$ cat src/rtl/conv_row_mac.sv
// conv_row_mac -- TAPS-wide 1-D convolution row MAC with multi-channel
// accumulation, bias and shift-and-saturate requantisation.
//
// Sits between the pixel/weight memory readers and the output-feature-map
// writer. Three registered stages: per-tap products, tap sum, accumulate.
//
// Optional build macro: CONV_ROW_RELU_EN -- when defined, negative results on
// a last beat are output as zero (Y1 and y_q); the accumulator is unaffected.
//
// Ports:
//   clk, rst            clock (rising edge), asynchronous active-high reset
//   in_valid            input beat valid
//   first / last        channel framing of the output pixel
//   i, stride_plus_prov output pixel index and offset (row-mask index)
//   matrix, matrix2     feature-map width and width*height
//   up_perm, down_perm  top/bottom row masking enables
//   edge_left/right     zero tap 0 / tap TAPS-1
//   p_flat, w_flat      packed signed pixels/weights, tap k at [k*W +: W]
//   bias                signed bias, added on first beats
//   shift               arithmetic right shift for y_q
//   out_valid           single-cycle result strobe
//   Y1                  full-precision signed result
//   y_q                 saturated requantised result
module conv_row_mac #(
   parameter int TAPS             = 3,
   parameter int SIZE             = 8,
   parameter int SIZE_weights     = 8,
   parameter int SIZE_address_pix = 18,
   parameter int ACC_W            = 32
) (
   input  logic                           clk,
   input  logic                           rst,
   input  logic                           in_valid,
   input  logic                           first,
   input  logic                           last,
   input  logic [14:0]                    i,
   input  logic [SIZE_address_pix-1:0]    stride_plus_prov,
   input  logic [7:0]                     matrix,
   input  logic [14:0]                    matrix2,
   input  logic                           up_perm,
   input  logic                           down_perm,
   input  logic                           edge_left,
   input  logic                           edge_right,
   input  logic [TAPS*SIZE-1:0]           p_flat,
   input  logic [TAPS*SIZE_weights-1:0]   w_flat,
   input  logic [ACC_W-1:0]               bias,
   input  logic [4:0]                     shift,
   output logic                           out_valid,
   output logic [ACC_W-1:0]               Y1,
   output logic [SIZE-1:0]                y_q
);

   localparam int PW = SIZE + SIZE_weights;
   // Index width with headroom so idx and idx+matrix never wrap.
   localparam int IW = ((SIZE_address_pix > 15) ? SIZE_address_pix : 15) + 2;
   localparam logic signed [ACC_W-1:0] SAT_MAX = ACC_W'((2 ** (SIZE - 1)) - 1);
   localparam logic signed [ACC_W-1:0] SAT_MIN = ~SAT_MAX;

   // ---------------- stage 0: masks and products (combinational) ----------
   logic [IW-1:0]          idx;
   logic [IW-1:0]          mat_w;
   logic                   up;
   logic                   down;
   logic signed [PW-1:0]   prod_d [TAPS];

   always_comb begin
      idx   = IW'(i) + IW'(stride_plus_prov);
      mat_w = IW'(matrix);
      // idx <= matrix-1 written as idx < matrix so matrix=0 cannot underflow.
      up    = up_perm && (idx < mat_w);
      // idx >= matrix2-matrix rearranged to avoid a negative bound.
      down  = down_perm && ((idx + mat_w) >= IW'(matrix2));
      for (int k = 0; k < TAPS; k++) begin
         prod_d[k] = PW'($signed(p_flat[k*SIZE +: SIZE])) *
                     PW'($signed(w_flat[k*SIZE_weights +: SIZE_weights]));
         if (up || down || (k == 0 && edge_left) || (k == TAPS - 1 && edge_right))
            prod_d[k] = '0;
      end
   end

   // ---------------- stage 1 ----------------------------------------------
   logic                   v1_q, f1_q, l1_q;
   logic [ACC_W-1:0]       bias1_q;
   logic [4:0]             sh1_q;
   logic signed [PW-1:0]   prod_q [TAPS];

   always_ff @(posedge clk or posedge rst) begin
      if (rst) begin
         v1_q    <= 1'b0;
         f1_q    <= 1'b0;
         l1_q    <= 1'b0;
         bias1_q <= '0;
         sh1_q   <= '0;
         for (int k = 0; k < TAPS; k++) prod_q[k] <= '0;
      end else begin
         v1_q    <= in_valid;
         f1_q    <= first;
         l1_q    <= last;
         bias1_q <= bias;
         sh1_q   <= shift;
         for (int k = 0; k < TAPS; k++) prod_q[k] <= prod_d[k];
      end
   end

   // ---------------- stage 2 ----------------------------------------------
   logic signed [ACC_W-1:0] sum_d;
   logic signed [ACC_W-1:0] sum_q;
   logic                    v2_q, f2_q, l2_q;
   logic [ACC_W-1:0]        bias2_q;
   logic [4:0]              sh2_q;

   always_comb begin
      sum_d = '0;
      for (int k = 0; k < TAPS; k++) sum_d = sum_d + ACC_W'(prod_q[k]);
   end

   always_ff @(posedge clk or posedge rst) begin
      if (rst) begin
         v2_q    <= 1'b0;
         f2_q    <= 1'b0;
         l2_q    <= 1'b0;
         bias2_q <= '0;
         sh2_q   <= '0;
         sum_q   <= '0;
      end else begin
         v2_q    <= v1_q;
         f2_q    <= f1_q;
         l2_q    <= l1_q;
         bias2_q <= bias1_q;
         sh2_q   <= sh1_q;
         sum_q   <= sum_d;
      end
   end

   // ---------------- stage 3: accumulate and requantise -------------------
   logic signed [ACC_W-1:0] acc_q, acc_d;
   logic signed [ACC_W-1:0] shifted;
   logic                    ov_q, ov_d;
   logic [ACC_W-1:0]        y1_q, y1_d;
   logic [SIZE-1:0]         yq_q, yq_d;

   always_comb begin
      acc_d = acc_q;
      ov_d  = 1'b0;
      y1_d  = y1_q;
      yq_d  = yq_q;
      if (v2_q) begin
         acc_d = (f2_q ? $signed(bias2_q) : acc_q) + sum_q;
      end
      shifted = acc_d >>> sh2_q;
      if (v2_q && l2_q) begin
         ov_d = 1'b1;
         y1_d = acc_d;
         if (shifted > SAT_MAX)      yq_d = SAT_MAX[SIZE-1:0];
         else if (shifted < SAT_MIN) yq_d = SAT_MIN[SIZE-1:0];
         else                        yq_d = shifted[SIZE-1:0];
`ifdef CONV_ROW_RELU_EN
         if (acc_d[ACC_W-1]) begin
            y1_d = '0;
            yq_d = '0;
         end
`endif
      end
   end

   always_ff @(posedge clk or posedge rst) begin
      if (rst) begin
         acc_q <= '0;
         ov_q  <= 1'b0;
         y1_q  <= '0;
         yq_q  <= '0;
      end else begin
         acc_q <= acc_d;
         ov_q  <= ov_d;
         y1_q  <= y1_d;
         yq_q  <= yq_d;
      end
   end

   assign out_valid = ov_q;
   assign Y1        = y1_q;
   assign y_q       = yq_q;

endmodule
$ cat config.mk
export PLATFORM = sky130hd
export DESIGN_NAME = conv_row_mac
export DESIGN_NICKNAME = d
export VERILOG_FILES = /design/src/rtl/conv_row_mac.sv
export SDC_FILE = /design/constraint.sdc
export NUM_CORES = 1
export LEC_CHECK = 0
export CAP_MARGIN = 5
export CORE_ASPECT_RATIO = 1.25
export CORE_MARGIN = 2
export CORE_UTILIZATION = 55
export CTS_CLUSTER_SIZE = 24
export DETAILED_ROUTE_END_ITERATION = 8
export PLACE_DENSITY_LB_ADDON = 0.15
export SYNTH_ARGS = -nofsm -noshare
export SYNTH_HDL_FRONTEND = slang
export SYNTH_SLANG_ARGS = --single-unit
$ cat constraint.sdc
create_clock -name clk -period 6.5 [get_ports clk]
set_clock_uncertainty 0.05 [all_clocks]
set_input_delay 0.975 -clock clk [delete_from_list [all_inputs] [get_ports clk]]
set_output_delay 0.975 -clock clk [all_outputs]
set_load 0.01 [all_outputs]
=== Word level (Yosys, flattened, before mapping) ===
Index checks and enable logic that the tools add are counted.
W data, S select, Z words.

* Register bits after elaboration: 219
* Input bits: 150
* Output and inout bits: 41
* Logic and storage cells: 45

* Add/sub/neg operators: 5
* Multipliers: 3
* Magnitude comparators: 4
* Shift operators: 1
* Muxes and demuxes: 8
* Reductions and logical operators: 6

{| class="wikitable"
|+ Operators with widths
! operator !! count
|-
| $mux W32 || 2
|-
| $mul A8 B8 Y16 || 3
|-
| $mux W16 || 3
|-
| $add A32 B18 Y32 || 1
|-
| $gt A32 B8 Y1 const B || 1
|-
| $lt A32 B8 Y1 const B || 1
|-
| $sshr A32 B5 Y32 || 1
|-
| $add A19 B8 Y20 || 1
|-
| $ge A20 B15 Y1 || 1
|-
| $add A15 B18 Y19 || 1
|-
| $lt A19 B8 Y1 || 1
|-
| $add A17 B16 Y18 || 1
|-
| $add A16 B16 Y17 || 1
|-
| $mux W8 || 2
|-
| $logic_and A1 B1 Y1 || 3
|-
| $logic_or A1 B1 Y1 || 3
|-
| $mux W1 || 1
|}

=== Depth between registers and ports, before layout ===
Gate-level depths: netlist of the first run.

* Depth after elaboration: 7
* Mapped depth: 24
* Gate-level depth less buffers: 22

=== Worst setup path before layout of the first run ===
OpenSTA, ideal clock, no wires.

* Kind: input to register
* Start: input i[0]
* End: register prod_q[10] (netlist bit)
* Library setup time: 0.136 ns
* Arrival: 5.166 ns
* Required time: 6.314 ns
* Setup slack: 1.148 ns
* Cell stages on the path: 20
* Path buffers: 2
* Cells stage by stage: ha_1 fa_1 a21o_1 a21oi_1 o21bai_1 a21o_1 xor2_1 ha_1 a21o_1 a21o_1 a2111oi_0 and2_1 xor2_1 ha_1 o21ai_0 a21o_1 a41oi_1 buf_2 buf_2 nor3_1

{| class="wikitable"
|+ RTL lines
! item !! RTL line !! text
|-
| from (decl) || 36 || <nowiki>input logic [14:0] i,</nowiki>
|-
| to (decl) || 85 || <nowiki>logic signed [PW-1:0] prod_q [TAPS];</nowiki>
|}

=== Worst setup path in the final report of the first run ===
* Start: register f2_q
* End: register yq_q[0] (netlist: y_q[0])

* Cells in the longest elaborated chain, start to end: 7
* Elaborated cells between the ends (all ways): 8
* Those cells by class: 1 x add/sub; 2 x order compare; 1 x shift; 4 x mux

{| class="wikitable"
|+ RTL lines
! item !! RTL line !! text
|-
| from (decl) || 108 || <nowiki>logic v2_q, f2_q, l2_q;</nowiki>
|-
| from (signal assigned) || 127 || <nowiki>f2_q <= f1_q;</nowiki>
|-
| $mux W32 * || 148 || <nowiki>acc_d = (f2_q ? $signed(bias2_q) : acc_q) + sum_q;</nowiki>
|-
| $add A32 B18 Y32 * || 148 ||
|-
| $mux W32 * || 147 || <nowiki>if (v2_q) begin</nowiki>
|-
| $sshr A32 B5 Y32 * || 150 || <nowiki>shifted = acc_d >>> sh2_q;</nowiki>
|-
| $lt A32 B8 Y1 || 155 || <nowiki>else if (shifted < SAT_MIN) yq_d = SAT_MIN[SIZE-1:0];</nowiki>
|-
| $mux W8 || 155 ||
|-
| $mux W8 * || 154 || <nowiki>if (shifted > SAT_MAX) yq_d = SAT_MAX[SIZE-1:0];</nowiki>
|-
| to (signal assigned) || 176 || <nowiki>yq_q <= yq_d;</nowiki>
|-
| to (decl) || 140 || <nowiki>logic [SIZE-1:0] yq_q, yq_d;</nowiki>
|}

Mark *: on every way between the ends. The rest lies on a longest branch, timed or not.
A chain may end at the register's enable or synchronous reset.

==> impl_metrics.yaml, run 1 <==
logic_synthesis:
  netlist_area_mm2: 0.0223
  synth_adder_area_share_pct: 26.8
  synthSimpleGateAreaFrac_pct: 16.7
  netlist_instances: 2460
  syn_area_per_cell_um2: 9.06
  ys_seq_area_share_pct: 24.6
  ys_types: 101
  yosys_warnings: 0
  synthArstFlopShare_pct: 100
  synth_compound_area_share_pct: 16.4
  synth-edff-count: 0
  synth_nets: 2977
  muxShareOfSynthArea_pct: 4.27
  synth_top_family_by_area: "adder cells"
  synthFlopType: "dfrtp_1"
  synthXorXnorAreaFrac_pct: 4.28
  ys_ff_latch: 219
timing:
  setup_violations: 0
  slew_headroom_pct: 31.7
  whs_ps: 296
  rsz0062_at_grt: "no"
  final.setup.worst_slack_ps: 541
  finalHoldViolCount: 0
  period_minus_slack_ps: 5960
  period_share_pct: 91.7
  maxSlewViolCount: 0
  tns_ps: 0
  clock.fmax_ghz: 0.168
  worst_slew_pin_slew_ps: 1020
cells_and_area:
  final_cell_mix: "inv_1, nand2_1, dfrtp_1, clkdlybuf4s50_1, fa_1"
  postLayoutCellArea_mm2: 0.0255
  layout_commonest_cell: "inv_1"
  drive_above_1_share_pct: 6.50
  area_growth_syn_to_layout_pct: 14.4
  final_nets: 3130
clock_network:
  cts_hold_buf: 0
  cts-root-buf: "clkbuf_16"
  cts_setup_buffers: 0
  clk_pin_slew_ps: 60
  ctsResizeCount: 0
  clockBufferDepth: 3
  clk_latency_ps: 530
  numCtsBuffers: 23
  cts_tree: "yes"
  clock-sinks: 219
  htreeDepth: 1
global_routing:
  grt_antenna_before_repair: 2
  grt_use_total_pct: 30.1
  grt.busiest_layer: "met2"
  grt_max_degree: 179
  gr-usage-met1_pct: 33.8
  grt_pass1_wl_um: 100000
  met2_usage_pct: 56.6
  grt_use_met3_pct: 2.97
  gr-total-overflow: 0
  grt_pass1_vias: 19300
route:
  wl_per_cell_um: 19.8
  wirelength_um: 62100
  drc: 0
  drtAntennaViolNets: 0
  drt-initial-drc-count: 1293
  num_vias: 18500
  via_per_inst: 5.90
  drt_pass1_iterations: 5
worst_setup_path:
  critPathLaunchType: "register"
  r2r_slack_ps: 540
  critPathRequiredTime_ps: 6890
  cp-endpoint: "y_q[0]$_DFFE_PP0P_"
  reg2reg_to: "y_q[0]$_DFFE_PP0P_"
  startpoint: "f2_q$_DFF_PP0_"
  worstReg2RegStart: "f2_q$_DFF_PP0_"
  cp.arrival_ps: 6340
  crit_fanout: 38
  end_kind: "register"
  path_class: "reg2reg"
  rr_worst_depth: 15
die:
  core-area_mm2: 0.0400
  die_x_um: 184
  start_util_pct: 55.7
  ios: 191
  fp.dieArea_mm2: 0.0422
  row_count: 82
  dieHeight_um: 229
hold_path:
  holdCritPathClass: "reg2reg"
outcome:
  status: "finished clean"
place:
  dp_hpwl_um: 49500
  place_area_mm2: 0.0247
  place.gp.congestion: 0.933
  place_ws_ps: 604
  portBuffers: 190
power_and_ir_drop:
  totalPowerFinal_mw: 10.9
  power_density_mw_per_mm2: 429
  ir_drop_uv: 261
  p_leak_nw: 11.8
flow_run:
  max-cap-violations: 0
==> final cells by class <==
cell class	instances	area, um^2
inverters	301	1130
well taps	504	631
flip-flops and latches	219	5480
diodes	1	2.50
repair buffers	225	2200
clock buffers	33	663
fillers	3431	14500
clock inverters	8	103
multi-input cells	1843	15300
==> cells in the mapped netlist, types with 6 or more instances <==
cell type,count,share of area (%)
and4_1,8,0.31
nor3b_1,11,0.37
a21o_1,33,1.1
o21bai_1,26,0.88
and2_1,118,3.3
nor4_1,14,0.39
dfrtp_1,219,25
o31ai_1,8,0.27
a211oi_1,24,0.81
o211ai_1,28,0.94
or2_2,6,0.17
ha_1,182,10
or3_1,10,0.28
o21ai_1,6,0.13
nand2b_1,34,0.95
a21oi_1,123,2.8
inv_1,298,5.0
a41oi_1,6,0.24
o21a_1,23,0.77
mux4_2,6,0.61
o21ai_0,94,2.1
mux2i_1,31,1.4
fa_1,185,17
nand2_1,258,4.3
a31oi_1,9,0.25
mux2_2,45,2.3
xnor2_1,85,3.3
nor3_1,59,1.3
nor2_1,145,2.4
buf_2,22,0.49
nand3_1,26,0.58
a21boi_0,8,0.27
and3_1,12,0.34
clkbuf_1,60,1.0
a211o_1,11,0.43
o22ai_1,7,0.20
nand4_1,29,0.81
buf_1,10,0.17
xor2_1,24,0.94
a2111oi_0,10,0.39
o211a_1,6,0.27
nor2b_1,15,0.42
==> metrics by stage <==
stage,instances,util (%)
3_3_place_gp,3092,61.8
6_report,3134,63.8
5_1_grt,3133,63.7
2_1_floorplan,2460,-
3_5_place_dp,3092,61.8
4_1_cts,3133,63.7
==> cells by family after synthesis <==
| group | after synthesis |
|---|---|
| AND/OR/NAND/NOR | 763 |
| buffers and inverters | 398 |
| adder cells (fa/ha/maj) | 367 |
| AO/OA/AOI/OAI | 522 |
| flip-flops | 219 |
| XOR/XNOR | 109 |
| multiplexers | 82 |
==> state kept, by name (all words and copies together), names as in the netlist <==
| name | cells |
|---|---|
| v2_q | 1 |
| out_valid | 1 |
| sh2_q | 5 |
| v1_q | 1 |
| l1_q | 1 |
| Y1 | 32 |
| f2_q | 1 |
| sh1_q | 5 |
| sum_q | 18 |
| f1_q | 1 |
| y_q | 8 |
| bias2_q | 32 |
| l2_q | 1 |
| acc_q | 32 |
| prod_q | 48 |
| bias1_q | 32 |
==> critical path: stages, from the launching register on <==
cell	delay (ps)
dfrtp_1	370
buf_12	220
mux2_2	360
ha_1	450
nand4_1	450
nor3_1	840
a2111oi_0	250
nor3_1	580
o21a_1	290
o22ai_1	110
nor4_1	730
o221a_2	340
nand4_1	110
nor4_2	220
o211ai_2	200
o211ai_1	250
==> power breakdown <==
part | internal [mW] | switching, mW | leakage (nW)
clock | 0.789 | 0.566 | 0.358
sequential | 1.77 | 0.302 | 2.67
combinational | 3.07 | 4.45 | 8.81
==> worst min path at each step <==
stage,start,to,slack (ps),depth (start not counted)
after floorplan,bias1_q[0]$_DFF_PP0_,bias2_q[0]$_DFF_PP0_,280,0
after global placement,bias1_q[2]$_DFF_PP0_,bias2_q[2]$_DFF_PP0_,280,0
after detailed placement,bias1_q[15]$_DFF_PP0_,bias2_q[15]$_DFF_PP0_,290,0
after CTS,bias1_q[15]$_DFF_PP0_,bias2_q[15]$_DFF_PP0_,300,0
after global routing,bias1_q[2]$_DFF_PP0_,bias2_q[2]$_DFF_PP0_,300,0
final,bias1_q[24]$_DFF_PP0_,bias2_q[24]$_DFF_PP0_,300,0
==> per-layer routing <==
layer,wire length [um],share of wire (%),vias up
met5,11,0.018,-
met4,3250,5.2,2
met3,2560,4.1,177
met2,33000,53,518
met1,23300,38,9089
li1,-,-,8691
(Power assumes the default switching activity.)
==> run 2: changes to the inputs <==
ABC_AREA = 1   (was default)
CORE_UTILIZATION = 54   (was 55)
==> run 2 against run 1 <==
Compared with the run above: register-to-register slack better by 950 ps; via count down 3.1%; setup slack better by 290 ps; critical endpoint is now prod_q[30]$_DFF_PP0_; largest power group unchanged.
==> impl_metrics.yaml, run 2 <==
logic_synthesis:
  netlist.area_leader.share_pct: 24.9
  synth-edff-count: 0
  ys_ff_latch: 219
  netlist_instances: 2820
  synthXorXnorAreaFrac_pct: 3.96
  ys_seq_area_share_pct: 24.9
  muxShareOfSynthArea_pct: 1.02
  syn_area_per_cell_um2: 7.80
  yosysMostFrequentCell: "nand2_1"
  synth_area_leaders: "dfrtp_1, fa_1, nand2_1"
  yosys_warnings: 0
  netlist_area_mm2: 0.0220
  synth_top_family_by_area: "adder cells"
  synth_adder_area_share_pct: 27.2
  synthFlopType: "dfrtp_1"
  synthSimpleGateAreaFrac_pct: 25.0
  synth_compound_area_share_pct: 5.83
  synth_top_cells_by_count: "nand2_1, inv_1, nand3_1"
  synth_nets: 3337
  synth_top_cell_by_area: "dfrtp_1"
  synthArstFlopShare_pct: 100
  ys_types: 60
worst_setup_path:
  crit_fanout: 8
  path_class: "in2reg"
  cp.arrival_ps: 6040
  critPathRequiredTime_ps: 6860
  critPathLaunchType: "input pin"
  end_kind: "register"
cells_and_area:
  postLayoutCellArea_mm2: 0.0251
  drive_above_1_share_pct: 7.15
  final_cell_mix: "nand2_1, inv_1, nand3_1, dfrtp_1, clkdlybuf4s50_1"
  final_nets: 3467
  layout_commonest_cell: "nand2_1"
  top_register: "prod_q"
  largest_register_ffs: 48
  area_growth_syn_to_layout_pct: 13.8
  fill_cells: 3583
outcome:
  status: "finished clean"
power_and_ir_drop:
  internal-power_mw: 5.03
  switching_share_pct: 47.5
  p_leak_nw: 13.8
  p_sw_mw: 4.54
  ir_drop_uv: 297
  combPwrFrac_pct: 64.5
  seqPwrFrac_pct: 21.0
  power.share.clock_pct: 14.5
  totalPowerFinal_mw: 9.57
  power_density_mw_per_mm2: 382
route:
  drc: 0
  drtAntennaViolNets: 0
  wirelength_um: 52900
  num_vias: 17900
  drt_pass1_iterations: 6
  drt-initial-drc-count: 827
  via_per_inst: 5.09
  wl_per_cell_um: 15.0
die:
  core-area_mm2: 0.0401
  ios: 191
  row_count: 82
  dieHeight_um: 230
  die_x_um: 185
  start_util_pct: 54.9
  fp.dieArea_mm2: 0.0424
global_routing:
  grt_antenna_before_repair: 6
  grt_pass1_wl_um: 90300
  grt_use_total_pct: 26.4
  grt_pass1_vias: 18900
  grt_max_degree: 157
  gr-total-overflow: 0
clock_network:
  htreeDepth: 1
  clk_latency_ps: 530
  clock-sinks: 219
  cts_setup_buffers: 0
  cts_hold_buf: 0
  cts_tree: "yes"
  clockBufferDepth: 3
  cts-root-buf: "clkbuf_16"
  ctsResizeCount: 0
  numCtsBuffers: 23
  clk_pin_slew_ps: 60
timing:
  slew_headroom_pct: 24.4
  finalHoldViolCount: 0
  period_share_pct: 87.3
  period_minus_slack_ps: 5670
  setup_violations: 0
  rsz0062_at_grt: "no"
  tns_ps: 0
  clock.fmax_ghz: 0.176
  maxSlewViolCount: 0
  worst_slew_pin_slew_ps: 1130
place:
  portBuffers: 190
  place_area_mm2: 0.0243
  dp_hpwl_um: 44300
  place.gp.congestion: 0.906
hold_path:
  holdCritPathClass: "reg2reg"
flow_run:
  max-cap-violations: 0
-- run 2: per-layer routing --
metal | track usage, % | part of all wire (%)
met2 | 50.4 | 54
met4 | 10.1 | 4.0
met5 | 0 | 0.11
met3 | 2.74 | 3.4
met1 | 29.7 | 38
-- run 2: worst paths after layout --
| kind | slack [ps] | to | from | cells past startpoint |
|---|---|---|---|---|
| setup / recovery | 830 | prod_q[30]$_DFF_PP0_ | w_flat[15] | 21 |
| hold / removal | 300 | bias2_q[0]$_DFF_PP0_ | bias1_q[0]$_DFF_PP0_ | 0 |
| setup reg to reg | 1490 | y_q[2]$_DFFE_PP0P_ | f2_q$_DFF_PP0_ | 25 |
| hold reg to reg | 300 | bias2_q[0]$_DFF_PP0_ | bias1_q[0]$_DFF_PP0_ | 0 |
| max in group asynchronous | 4730 | sh1_q[3]$_DFF_PP0_ | rst | 3 |
| min in group asynchronous | 1020 | prod_q[4]$_DFF_PP0_ | rst | 3 |
-- run 2: power by group through the flow --
stage | Clock (mW) | Sequential [mW] | Combinational [mW]
6_report | 1.39 | 2.01 | 6.17
2_1_floorplan | 0 | 1.98 | 4.61
4_1_cts | 1.42 | 2.01 | 6.25
3_5_place_dp | 0 | 2.04 | 6.20
5_1_grt | 1.47 | 2.05 | 7.10
3_3_place_gp | 0 | 2.03 | 6.07
-- run 2: layout make-up --
| type | instances | area (um^2) | share of cell area, % |
|---|---|---|---|
| diodes | 3 | 7.51 | 0.0300 |
| well taps | 546 | 683 | 2.73 |
| repair buffers | 202 | 2000 | 8.00 |
| multi-input cells | 1916 | 13900 | 55.4 |
| flip-flops and latches | 219 | 5480 | 21.9 |
| clock inverters | 8 | 148 | 0.589 |
| clock buffers | 33 | 643 | 2.57 |
| inverters | 588 | 2220 | 8.85 |
-- run 2: worst max-delay path, cell delays in order --
cell and delay, ps:
clkdlybuf4s50_1 500, inv_1 120, or2_2 310, fa_1 520
fa_1 570, inv_1 60, fa_1 500, fa_1 480
ha_1 330, inv_1 60, o31ai_1 350, a21oi_1 100
o21ai_0 270, a21oi_1 100, o21ai_0 260, inv_1 80
nor2_1 90, o21ai_0 80, nand2_1 80, xnor2_1 120
nor2_1 60
-- run 2: kinds of logic after synthesis --
kind of cell,Yosys count
xor+xnor,96
flops,219
simple gates,1211
buf+inv,685
mux,20
fa+ha+maj,367
compound gates,222
-- run 2: stage by stage --
step / setup WS [ps] / cells / util, % / hold WS [ps]
final: 828 / 3515 / 62.5 / 295
after floorplan: 1050 / 2820 / - / 281
after global placement: 349 / 3471 / 60.5 / 282
after CTS: 817 / 3512 / 62.4 / 297
after global routing: 296 / 3513 / 62.4 / 303
after detailed placement: 283 / 3471 / 60.5 / 285
==> run 3: changes to the inputs <==
CAP_MARGIN = 15   (was 5)
GPL_ROUTABILITY_DRIVEN = 0   (was default)
SLEW_MARGIN = 0   (was default)
==> run 3 against run 2 <==
Compared with the run above: design area increased by 0.17%; critical path depth rose by 9; clock-buffer cell count is 2 lower; global-route usage fell by 0.60 points; sequential power hardly changed; critical endpoint is now prod_q[35]$_DFF_PP0_; non-clock buffer count grew 1; highest routed layer unchanged; sequential cell count stayed put; setup slack got worse by 76 ps; largest power group unchanged; wire length shrank 1.6%; total power up 0.37%.
==> impl_metrics.yaml, run 3 (same netlist as run 2, synthesis figures left out) <==
die:
  fp.dieArea_mm2: 0.0424
  row_count: 82
  core-area_mm2: 0.0401
  start_util_pct: 54.9
  ios: 191
  dieHeight_um: 230
  die_x_um: 185
clock_network:
  ctsResizeCount: 0
  clk_pin_slew_ps: 50
  numCtsBuffers: 24
  clk_latency_ps: 530
  cts-root-buf: "clkbuf_16"
  cts_setup_buffers: 0
  htreeDepth: 1
  cts_hold_buf: 0
  clock-sinks: 219
  clockBufferDepth: 3
  cts_tree: "yes"
power_and_ir_drop:
  power_density_mw_per_mm2: 383
  p_sw_mw: 4.56
  totalPowerFinal_mw: 9.61
  seqPwrFrac_pct: 21.0
  switching_share_pct: 47.5
  combPwrFrac_pct: 64.2
  p_leak_nw: 13.8
  ir_drop_uv: 222
  power.share.clock_pct: 14.8
  internal-power_mw: 5.04
hold_path:
  hold_depth: 0
  holdCritPathClass: "reg2reg"
  min_from: "bias1_q[2]$_DFF_PP0_"
  min_to: "bias2_q[2]$_DFF_PP0_"
route:
  wirelength_um: 52000
  drt_pass1_iterations: 5
  drc: 0
  via_per_inst: 5.14
  drtAntennaViolNets: 0
  wl_per_cell_um: 14.8
  num_vias: 18100
  drt-initial-drc-count: 1030
cells_and_area:
  drive_above_1_share_pct: 7.38
  layout_commonest_cell: "nand2_1"
  fill_cells: 3582
  layout.area.seq_mm2: 0.00548
  area_growth_syn_to_layout_pct: 14.0
  top_register: "prod_q"
  multi_input_area_mm2: 0.0139
  layoutNonFillerInstCount: 3519
  final_cell_mix: "nand2_1, inv_1, nand3_1, dfrtp_1, clkdlybuf4s50_1"
  largest_register_ffs: 48
  final_nets: 3469
global_routing:
  gr-total-overflow: 0
  grt.busiest_layer: "met2"
  grt_pass1_wl_um: 87900
  grt_use_total_pct: 25.8
  grt_use_met3_pct: 2.91
  gr-usage-met1_pct: 28.0
  grt_max_degree: 69
  met2_usage_pct: 48.7
  grt_antenna_before_repair: 8
  grt_pass1_vias: 18700
worst_setup_path:
  r2r_slack_ps: 1430
  slowest_delay_ps: 400
  crit_top_cell: "nand2_1"
  reg2reg_to: "y_q[1]$_DFFE_PP0P_"
  crit_fanout: 16
  crit_buf_inv: 2
  critPathSlowestCell: "clkdlybuf4s50_1"
  cp_top_family: "compound AO/OA/AOI/OAI gates"
  rr_worst_depth: 25
  cp.arrival_ps: 6140
  critPathLaunchType: "input pin"
  path_class: "in2reg"
  critPathRequiredTime_ps: 6890
  end_kind: "register"
  worstReg2RegStart: "f2_q$_DFF_PP0_"
outcome:
  status: "finished clean"
timing:
  whs_ps: 296
  tns_ps: 0
  period_minus_slack_ps: 5750
  period_share_pct: 88.4
  clock.fmax_ghz: 0.174
  setup_violations: 0
  finalHoldViolCount: 0
  slew_headroom_pct: 24.1
  rsz0062_at_grt: "no"
  worst_slew_pin_slew_ps: 1140
  maxSlewViolCount: 0
flow_run:
  max-cap-violations: 0
place:
  dp_cells: 3472
  dp_hpwl_um: 43100
  portBuffers: 190
==> run 3: changes by cell type in the layout (fill, tap and decap cells not counted), sizes merged <==
cell,delta
bufinv,-1
clkinvlp,+2
buf,+1
clkbuf,-2
diode,+2
inv,+1
clkinv,+1
==> run 3: worst register-to-register path, cell delays in order (launching register included) <==
cell and delay (ps):
dfrtp_1 880, buf_4 360, mux2_2 370, ha_1 340, nand2_1 150, inv_1 50
nand2_1 60, nand2_1 90, inv_1 80, nand3_1 240, o21ai_0 690, nand3_1 200
nand3_1 160, nand3_1 130, nand3_1 140, nand3_1 100, nand2_1 140, nand2_1 60
nor2_1 90, nand3_1 100, nor2_2 100, nand2_2 70, nand2_4 90, nand2_1 60
nand2_1 60, nand2_1 70
==> run 3: worst max path at each step <==
stage | slack [ps] | endpoint | start | cells after the start
floorplan | 1050 | prod_q[30]$_DFF_PP0_ | p_flat[8] | 20
global placement | 330 | prod_q[30]$_DFF_PP0_ | w_flat[15] | 21
detailed placement | 210 | prod_q[30]$_DFF_PP0_ | w_flat[15] | 21
CTS | 740 | prod_q[30]$_DFF_PP0_ | w_flat[15] | 21
global route | 110 | prod_q[3]$_DFF_PP0_ | i[2] | 30
finish | 750 | prod_q[35]$_DFF_PP0_ | i[2] | 30
==> run 3: routing by layer <==
| metal | part of all wire [%] | up-vias |
|---|---|---|
| met4 | 5.2 | 8 |
| met3 | 3.8 | 163 |
| li1 | - | 8855 |
| met5 | 0.11 | - |
| met1 | 37 | 8628 |
| met2 | 54 | 417 |
==> run 3: area by class of cell <==
type | count | share of cell area (%)
Antenna cell | 5 | 0.0499
Timing Repair Buffer | 203 | 7.97
Multi-Input combinational cell | 1916 | 55.3
Tap cell | 546 | 2.72
Sequential cell | 219 | 21.8
Clock inverter | 11 | 0.583
Inverter | 588 | 8.84
Clock buffer | 31 | 2.74
==> run 3: power groups by stage <==
stage	Sequential [mW]	Clock, mW	Combinational [mW]
floorplan	1.98	0	4.61
finish	2.01	1.42	6.17
global route	2.05	1.51	7.07
CTS	2.02	1.46	6.21
detailed placement	2.04	0	6.16
global placement	2.03	0	6.02
==> run 3: stage by stage <==
| stage | instance area, um^2 | setup slack (ps) | util [%] |
|---|---|---|---|
| after floorplan | 22000 | 1050 | - |
| after global placement | 24200 | 331 | 60.4 |
| after detailed placement | 24200 | 208 | 60.4 |
| after CTS | 25100 | 744 | 62.5 |
| after global routing | 25100 | 107 | 62.5 |
| final | 25100 | 752 | 62.6 |
